`src/rtl/multicycle_control_unit.sv`:
```
// Multi-cycle RISC-V control unit: sequences FETCH/DECODE/EXEC/MEM/WB,
// resolves branches on register operands and traps on illegal opcodes
// or memory waits that exceed WAIT_LIMIT.
module multicycle_control_unit #(
    parameter int unsigned XLEN       = 32,
    parameter int unsigned WAIT_LIMIT = 15
) (
    input  logic            clk,
    input  logic            reset,
    input  logic [6:0]      opcode,
    input  logic [2:0]      funct3,
    input  logic [6:0]      funct7,
    input  logic [XLEN-1:0] rs1_data,
    input  logic [XLEN-1:0] rs2_data,
    input  logic            imem_ready,
    input  logic            dmem_ready,
    output logic            imem_req,
    output logic            ir_write,
    output logic            dmem_req,
    output logic            memwrite,
    output logic            mem2reg,
    output logic            wb_pc4,
    output logic            alusrc,
    output logic [3:0]      aluctl,
    output logic            regwrite,
    output logic            pc_write,
    output logic [1:0]      pc_src,
    output logic            retired,
    output logic            illegal,
    output logic            timeout
);

    localparam int unsigned CNT_W = 8;
    localparam logic [CNT_W-1:0] CNT_LIMIT = CNT_W'(WAIT_LIMIT);

    localparam logic [6:0] OP_R      = 7'b0110011;
    localparam logic [6:0] OP_I      = 7'b0010011;
    localparam logic [6:0] OP_LOAD   = 7'b0000011;
    localparam logic [6:0] OP_STORE  = 7'b0100011;
    localparam logic [6:0] OP_BRANCH = 7'b1100011;
    localparam logic [6:0] OP_JAL    = 7'b1101111;
    localparam logic [6:0] OP_JALR   = 7'b1100111;
    localparam logic [6:0] OP_LUI    = 7'b0110111;

    localparam logic [3:0] ALU_ADD = 4'b0010;
    localparam logic [3:0] ALU_SUB = 4'b0110;
    localparam logic [3:0] ALU_AND = 4'b0000;
    localparam logic [3:0] ALU_OR  = 4'b0001;

    localparam logic [1:0] PC_PLUS4 = 2'b00;
    localparam logic [1:0] PC_REL   = 2'b01;
    localparam logic [1:0] PC_REG   = 2'b10;

    typedef enum logic [2:0] {
        S_FETCH  = 3'd0,
        S_DECODE = 3'd1,
        S_EXEC   = 3'd2,
        S_MEM    = 3'd3,
        S_WB     = 3'd4,
        S_TRAP   = 3'd5
    } state_t;

    state_t           state;
    state_t           state_next;
    logic [CNT_W-1:0] wait_cnt;
    logic             illegal_q;
    logic             timeout_q;

    logic       is_r, is_i, is_load, is_store, is_branch, is_jal, is_jalr, is_lui;
    logic       legal_c;
    logic       alu_src_c;
    logic [3:0] alu_op_c;
    logic       lt_s_c, lt_u_c, taken_c;
    logic       waiting_c;
    logic       wait_expired_c;

    // Only funct7[5] distinguishes anything here.
    logic unused_funct7;
    assign unused_funct7 = ^{funct7[6], funct7[4:0]};

    // Instruction class decode and ALU control.
    always_comb begin
        is_r      = (opcode == OP_R);
        is_i      = (opcode == OP_I);
        is_load   = (opcode == OP_LOAD);
        is_store  = (opcode == OP_STORE);
        is_branch = (opcode == OP_BRANCH);
        is_jal    = (opcode == OP_JAL);
        is_jalr   = (opcode == OP_JALR);
        is_lui    = (opcode == OP_LUI);

        // Branch funct3 010/011 has no defined condition.
        legal_c = is_r | is_i | is_load | is_store | is_jal | is_jalr | is_lui |
                  (is_branch & (funct3[2:1] != 2'b01));

        alu_src_c = is_i | is_load | is_store | is_jalr | is_lui;

        alu_op_c = ALU_ADD;
        if (is_branch) begin
            alu_op_c = ALU_SUB;
        end else if (is_r || is_i) begin
            case (funct3)
                3'b111:  alu_op_c = ALU_AND;
                3'b110:  alu_op_c = ALU_OR;
                3'b000:  if (is_r && funct7[5]) alu_op_c = ALU_SUB;
                default: alu_op_c = ALU_ADD;
            endcase
        end
    end

    // Branch condition on the full-width operands.
    always_comb begin
        lt_s_c = $signed(rs1_data) < $signed(rs2_data);
        lt_u_c = rs1_data < rs2_data;
        case (funct3)
            3'b000:  taken_c = (rs1_data == rs2_data);
            3'b001:  taken_c = (rs1_data != rs2_data);
            3'b100:  taken_c = lt_s_c;
            3'b101:  taken_c = !lt_s_c;
            3'b110:  taken_c = lt_u_c;
            3'b111:  taken_c = !lt_u_c;
            default: taken_c = 1'b0;
        endcase
    end

    // Memory wait tracking; ready on the limit cycle still completes.
    always_comb begin
        waiting_c      = ((state == S_FETCH) && !imem_ready) ||
                         ((state == S_MEM) && !dmem_ready);
        wait_expired_c = waiting_c && (wait_cnt == CNT_LIMIT);
    end

    // State register.
    always_ff @(posedge clk or posedge reset) begin
        if (reset) begin
            state <= S_FETCH;
        end else begin
            state <= state_next;
        end
    end

    // Next-state logic.
    always_comb begin
        state_next = state;
        case (state)
            S_FETCH: begin
                if (imem_ready)          state_next = S_DECODE;
                else if (wait_expired_c) state_next = S_TRAP;
            end
            S_DECODE: begin
                state_next = legal_c ? S_EXEC : S_TRAP;
            end
            S_EXEC: begin
                if (is_load || is_store) state_next = S_MEM;
                else if (is_branch)      state_next = S_FETCH;
                else                     state_next = S_WB;
            end
            S_MEM: begin
                if (dmem_ready)          state_next = is_load ? S_WB : S_FETCH;
                else if (wait_expired_c) state_next = S_TRAP;
            end
            S_WB:    state_next = S_FETCH;
            S_TRAP:  state_next = S_TRAP;
            default: state_next = S_FETCH;
        endcase
    end

    // Wait counter restarts on every state change; trap flags are sticky.
    always_ff @(posedge clk or posedge reset) begin
        if (reset) begin
            wait_cnt  <= '0;
            illegal_q <= 1'b0;
            timeout_q <= 1'b0;
        end else begin
            if (state_next != state) begin
                wait_cnt <= '0;
            end else if (waiting_c) begin
                wait_cnt <= wait_cnt + CNT_W'(1);
            end
            if ((state == S_DECODE) && !legal_c) begin
                illegal_q <= 1'b1;
            end
            if (wait_expired_c) begin
                timeout_q <= 1'b1;
            end
        end
    end

    // Output decode; the ALU keeps the instruction's operation through
    // MEM and WB because its result is not latched.
    always_comb begin
        imem_req = 1'b0;
        ir_write = 1'b0;
        dmem_req = 1'b0;
        memwrite = 1'b0;
        mem2reg  = 1'b0;
        wb_pc4   = 1'b0;
        alusrc   = 1'b0;
        aluctl   = 4'b0000;
        regwrite = 1'b0;
        pc_write = 1'b0;
        pc_src   = PC_PLUS4;
        retired  = 1'b0;
        illegal  = 1'b0;
        timeout  = 1'b0;
        if (!reset) begin
            illegal = illegal_q;
            timeout = timeout_q;
            case (state)
                S_FETCH: begin
                    imem_req = 1'b1;
                    ir_write = imem_ready;
                end
                S_EXEC: begin
                    alusrc = alu_src_c;
                    aluctl = alu_op_c;
                    if (is_branch) begin
                        pc_write = 1'b1;
                        pc_src   = taken_c ? PC_REL : PC_PLUS4;
                        retired  = 1'b1;
                    end
                end
                S_MEM: begin
                    alusrc   = alu_src_c;
                    aluctl   = alu_op_c;
                    dmem_req = 1'b1;
                    memwrite = is_store;
                    if (dmem_ready && is_store) begin
                        pc_write = 1'b1;
                        retired  = 1'b1;
                    end
                end
                S_WB: begin
                    alusrc   = alu_src_c;
                    aluctl   = alu_op_c;
                    regwrite = 1'b1;
                    pc_write = 1'b1;
                    retired  = 1'b1;
                    mem2reg  = is_load;
                    wb_pc4   = is_jal | is_jalr;
                    if (is_jal)       pc_src = PC_REL;
                    else if (is_jalr) pc_src = PC_REG;
                end
                default: ;
            endcase
        end
    end

endmodule

```
`config.mk`:
```
export PLATFORM = sky130hd
export DESIGN_NAME = multicycle_control_unit
export DESIGN_NICKNAME = d
export VERILOG_FILES = /design/src/rtl/multicycle_control_unit.sv
export SDC_FILE = /design/constraint.sdc
export NUM_CORES = 1
export LEC_CHECK = 0
export CORE_UTILIZATION = 30
export DETAILED_ROUTE_END_ITERATION = 8
export PLACE_DENSITY = 0.65
export SYNTH_ARGS = -nofsm -noshare
export SYNTH_HDL_FRONTEND = slang
export SYNTH_SLANG_ARGS = --single-unit
```
`constraint.sdc`:
```
create_clock -name clk -period 2.3 [get_ports clk]
set_input_delay 0.345 -clock clk [delete_from_list [all_inputs] [get_ports clk]]
set_output_delay 0.345 -clock clk [all_outputs]
set_load 0.005 [all_outputs]
```
==> metrics.yaml, run 1 <==
timing:
  fin_crit_ns: 2.43
  fin_worst_hold_slack_ns: 0.230
  setup_viol: 1
  hold_viol_final: 0
  skew_ns: 0.00164
  rsz0062_at_grt: "yes"
  tightestPinTransition_ns: 0.578
  fin_ws_ns: -0.130
  slew_violations: 0
  fmax_mhz: 411
  max-slew-margin-rel: 0.611
  fin_tns_setup_ns: -0.130
  period_share: 1.06
clock_network:
  clock_latency_ns: 0.23
  cts_sinks: 13
  cts_tree: "yes"
  cts_hold_buf: 0
  htreeDepth: 1
  clock-root-buffer: "clkbuf_8"
  clkTransAtPathRegs_ns: 0.05
  clockBufferDepth: 2
  cts_made_buffers: 3
finish:
  drive_above_1_share: 0.394
  nets: 505
  layout_common_cells: "buf_4, dlygate4sd2_1, ha_4"
  insertedDiodeCount: 0
  synthToLayoutAreaGrowth_pct: 87.9
  layout_commonest_cell: "buf_4"
  fin_util: 0.588
global_route:
  grt_pass1_vias: 2283
  antenna_found_initial: 0
  grt_pass1_wl_mm: 9.37
  groute.layer.met2.usage: 0.346
  grt_usage: 0.176
  grt-busiest-layer: "met2"
  grt_overflow: 0
  grt_max_degree: 15
  use_met3: 0.0180
  met1_usage: 0.207
floorplan:
  die_w_um: 81.1
  dieArea_um2: 6570
  ios: 103
  row_count: 28
  die_h_um: 81.1
  start_util: 0.313
  core_area_um2: 5990
logic_synthesis:
  synth_cell_type_count: 47
  yosysWarnings: 0
  netlist_area_um2: 1880
  ys_seq_area_frac: 0.173
  ys.flop_type: "dfrtp_1"
  netlist_instances: 251
  ys_seq_elements: 13
  synth.avg_cell_area_um2: 7.47
  synth_area_leaders: "ha_1, dfrtp_1, inv_1"
  synthesis.nets: 369
  synth_edf_count: 0
  yosys.area.top_type: "ha_1"
  synth-async-reset-ratio: 1.00
  yosysTopAreaCellShare: 0.220
hold_path:
  hold_class: "in2async"
place:
  dp_hpwl_mm: 4.58
  place_congestion: 0.813
  port_buffers: 95
  post-place-ws_ns: -0.990
power:
  total_power_mw: 1.22
  p_leak_nw: 1.67
  power.density_nw_per_um2: 346
  peakVddDrop_mv: 0.301
setup_path:
  critical_path_required_ns: 1.96
  crit_arrival_ns: 2.09
  crit_family: "compound AO/OA/AOI/OAI gates"
  worstPathCellList: "clkdlybuf4s15_1 > inv_2 > ha_4 > a21oi_2 > nand2_1 > a221oi_2 > o211ai_1 > a2111o_1 > o2111ai_2 > buf_2"
  end_kind: "output port"
  start_kind: "input port"
  worst-path-buf-inv: 3
  cp_max_fo: 3
  cp_slowest_cell: "a2111o_1"
  max_stage_delay_ns: 0.44
  path_class: "in2out"
drt:
  ant_nets: 0
  vias_per_cell: 5.05
  vias: 2327
  drc_errors: 0
  drt_wl_total_mm: 5.93
  dr.first_iter.drc_count: 35
  firstDrtPassIters: 4
  wl_per_cell_um: 12.9
run:
  timing.max_cap.violations: 0
status:
  status: "finished, violations left"
  violations: "negative setup slack"
[sequential cells by signal, summed over array words and instances (netlist names)]
register and flops:
illegal_q 1, state 3, timeout_q 1, wait_cnt 8
[kinds of logic (layout without fill, tap and decap cells)]
group,count (synthesis),in the layout,synth area share
simple gates,102,102,0.297
compound gates,48,48,0.163
buf+inv,43,178,0.0927
fa+ha+maj,33,33,0.220
flops,13,13,0.173
xor+xnor,10,10,0.0467
other cells,1,1,0.00200
mux,1,1,0.00534
[through the flow]
step | cells | area, um2
after global routing | 461 | 3520
after CTS | 460 | 3450
final | 461 | 3520
after global placement | 452 | 3170
after detailed placement | 452 | 3170
after floorplan | 251 | 1880
[routing by layer]
metal  vias to the layer above  share of wire
li1                       1161              -
met1                      1074           0.43
met2                        84           0.50
met3                         8          0.062
met4                         0          0.014
met5                         -              0
[worst reg2reg max path, delay by kind of cell, from the launching register on]
family	cells	cell delay (ns)
AOI/OAI and AO/OA	1	0.34
xor gates and xnor gates	1	0.14
buffers and inverters	2	0.36
DFF	1	0.46
and+or+nand+nor	3	0.52
[worst paths after layout]
path	from	end	slack, ns	cells past startpoint
max	rs2_data[10]	pc_src[0]	-0.13	10
min	reset	illegal_q$_DFFE_PP0P_	0.23	3
max reg2reg	state[0]$_DFF_PP0_	wait_cnt[6]$_DFFE_PP0P_	0.36	7
min reg2reg	illegal_q$_DFFE_PP0P_	illegal_q$_DFFE_PP0P_	0.46	1
max in group asynchronous	reset	state[0]$_DFF_PP0_	1.89	3
min in group clk	illegal_q$_DFFE_PP0P_	illegal_q$_DFFE_PP0P_	0.46	1
[Yosys cell counts (2+ instances only)]
library cell	n
a2111o_1	2
a21o_1	2
a21oi_1	23
and3_1	3
buf_2	4
buf_4	2
dfrtp_1	13
ha_1	33
inv_1	35
nand2_1	19
nand2b_1	6
nand3_1	10
nand3b_1	2
nand4_1	13
nor2_1	22
nor2b_1	5
nor3_1	7
nor4_1	6
o211ai_1	2
o21ai_0	7
xnor2_1	4
xor2_1	6
[final cells by class]
type	count	area (um2)
Tap cell	75	93.8
Clock buffer	4	45.0
Inverter	35	134
Multi-Input combinational cell	195	1800
Sequential cell	13	327
Fill cell	550	2470
Timing Repair Buffer	139	1130
[power by group]
part	internal, mW	total, mW	switching [mW]
logic	0.377	0.725	0.348
clock network	0.122	0.199	0.0767
registers	0.253	0.296	0.0426
total	0.752	1.22	0.467
[timing repair]
item / CTS / global route
pin swaps: 56 / 29
setup buffers: 4 / 1
hold endpoints to repair: 0 / 0
endpoints found under the setup margin: 11 / 7
resized for setup: 210 / 30
No activity file was read; power rests on OpenSTA's default activity.
==> run 2: changes to the inputs <==
- CORE_ASPECT_RATIO: default -> 1.5
==> run 2 against run 1 <==
The run still ends with negative setup slack left; register-to-register slack worse by 0.11 ns; count of clock-buffer cells in the layout decreased by 1; critical path depth rose by 2.
==> metrics.yaml, run 2 (same netlist as run 1, synthesis figures left out) <==
drt:
  drc_errors: 0  # unchanged
  vias_per_cell: 5.05  # +0.13%
  drt_wl_total_mm: 6.57  # +11%
  firstDrtPassIters: 4  # unchanged
  wl_per_cell_um: 14.3  # +11%
  vias: 2325  # -0.086%
  dr.first_iter.drc_count: 45  # +29%
  ant_nets: 0  # unchanged
clock_network:
  cts_sinks: 13  # unchanged
  clock-root-buffer: "clkbuf_8"
  clock_latency_ns: 0.24  # about the same
  htreeDepth: 1  # unchanged
  cts_made_buffers: 3  # unchanged
  clockBufferDepth: 2  # unchanged
  clkTransAtPathRegs_ns: 0.05  # about the same
  cts_tree: "yes"
floorplan:
  row_count: 34  # +21%
  die_w_um: 66.6  # -18%
  core_area_um2: 5910  # -1.3%
  ios: 103  # unchanged
  die_h_um: 98.8  # +22%
  dieArea_um2: 6580  # about the same
  start_util: 0.317  # +0.00411
power:
  power.density_nw_per_um2: 356  # +2.8%
  total_power_mw: 1.27  # +3.8%
  peakVddDrop_mv: 0.444  # +47%
  p_leak_nw: 1.67  # +0.18%
global_route:
  grt_usage: 0.200  # +0.0239
  antenna_found_initial: 0  # unchanged
  grt_pass1_wl_mm: 10.4  # +11%
  grt_pass1_vias: 2438  # +6.8%
  grt_max_degree: 17  # +2
  grt_overflow: 0  # unchanged
finish:
  top_register: "wait_cnt"
  largest_reg_flops: 8  # unchanged
  design_area_um2: 3560  # +0.92%
  layout_common_cells: "buf_4, buf_2, ha_4"
  reg_top3: "wait_cnt (8), state (3)"
  synthToLayoutAreaGrowth_pct: 89.6
  layout_commonest_cell: "buf_4"
  insertedDiodeCount: 0  # unchanged
  fin_util: 0.601  # +0.0132
  nets: 507  # +0.40%
  drive_above_1_share: 0.474  # +0.0804
  layout.cells.non_filler: 460  # -0.22%
place:
  dpl-instance-area_um2: 3140  # -0.83%
  place_congestion: 0.774  # -4.8%
  post-place-ws_ns: -0.970  # +0.0201 ns
  port_buffers: 95  # unchanged
  dp.cells: 446  # -1.3%
  dp_hpwl_mm: 4.87  # +6.3%
setup_path:
  critical_path_required_ns: 1.96  # about the same
  crit_arrival_ns: 2.06  # -0.03 ns
  r2r_cells: 7  # unchanged
  reg2reg_from: "state[0]$_DFF_PP0_"
  r2r_end: "wait_cnt[6]$_DFFE_PP0P_"
  path_class: "in2out"
  end_kind: "output port"
  start_kind: "input port"
  ff2ff_setup_slack_ns: 0.25  # -0.11 ns
  cp_max_fo: 3  # unchanged
timing:
  fin_worst_hold_slack_ns: 0.229  # -0.000962 ns
  rsz0062_at_grt: "yes"
  hold_viol_final: 0  # unchanged
  fin_crit_ns: 2.40  # -0.0300 ns
  skew_ns: 0.00321  # +0.00157 ns
  fmax_mhz: 417  # +1.2%
  period_share: 1.04  # -0.0130
  setup_viol: 1  # unchanged
  fin_ws_ns: -0.100  # +0.0300 ns
  fin_tns_setup_ns: -0.100  # +0.0300 ns
  slew_violations: 0  # unchanged
hold_path:
  hold_class: "in2async"
status:
  violations: "negative setup slack"
  status: "finished, violations left"
run:
  timing.max_cap.violations: 0  # unchanged
-- run 2: changes by cell type in the layout (fill, tap and decap cells not counted), sizes merged --
cell / change
buf: +13
clkbuf: +6
clkdlybuf4s15: -1
clkinv: +1
dlygate4sd2: -17
-- run 2: cell type report --
cell class | count | area [um2]
fill | 523 | 2360
clock inverter | 1 | 5.00
tap | 72 | 90.1
timing repair buffer | 141 | 1110
inverter | 35 | 134
clock buffer | 3 | 41.3
multi-input combinational | 195 | 1850
sequential | 13 | 327
-- run 2: how the worst max path moves through the flow --
| stage | end | slack, ns | startpoint |
|---|---|---|---|
| after floorplan | pc_src[0] | 0.16 | rs2_data[30] |
| after global placement | pc_src[0] | -0.92 | rs2_data[23] |
| after detailed placement | pc_src[0] | -0.97 | rs2_data[23] |
| after CTS | pc_src[0] | -0.11 | rs2_data[30] |
| after global routing | pc_src[0] | -0.18 | rs2_data[29] |
| final | pc_src[0] | -0.10 | rs2_data[29] |
-- run 2: repair_timing --
action / in CTS / in global routing
setup buffers: 7 / 3
resized for setup: 253 / 45
endpoints found under the setup margin: 13 / 9
pin swaps: 61 / 23
hold buffers: 0 / 0
-- run 2: where the power goes --
group	leakage (nW)	internal, mW	switching, mW	total, mW
logic	1.48	0.398	0.375	0.773
clock network	0.0255	0.120	0.0813	0.201
registers	0.169	0.254	0.0386	0.292
-- run 2: routing by layer --
metal	vias up	share of wire	GRT usage
met5	-	0	0
met4	0	0.013	0.0409
met3	9	0.051	0.0231
met2	71	0.55	0.408
met1	1086	0.38	0.204
li1	1159	-	-
-- run 2: worst max-delay path, stage by stage --
cell       delay (ns)
buf_2            0.09
inv_2            0.04
ha_4             0.26
nand4_1          0.11
buf_4            0.18
nor4_4           0.29
buf_4            0.16
nand2_2          0.05
xnor2_2          0.15
nand4_1          0.10
o2111ai_1        0.11
buf_2            0.15
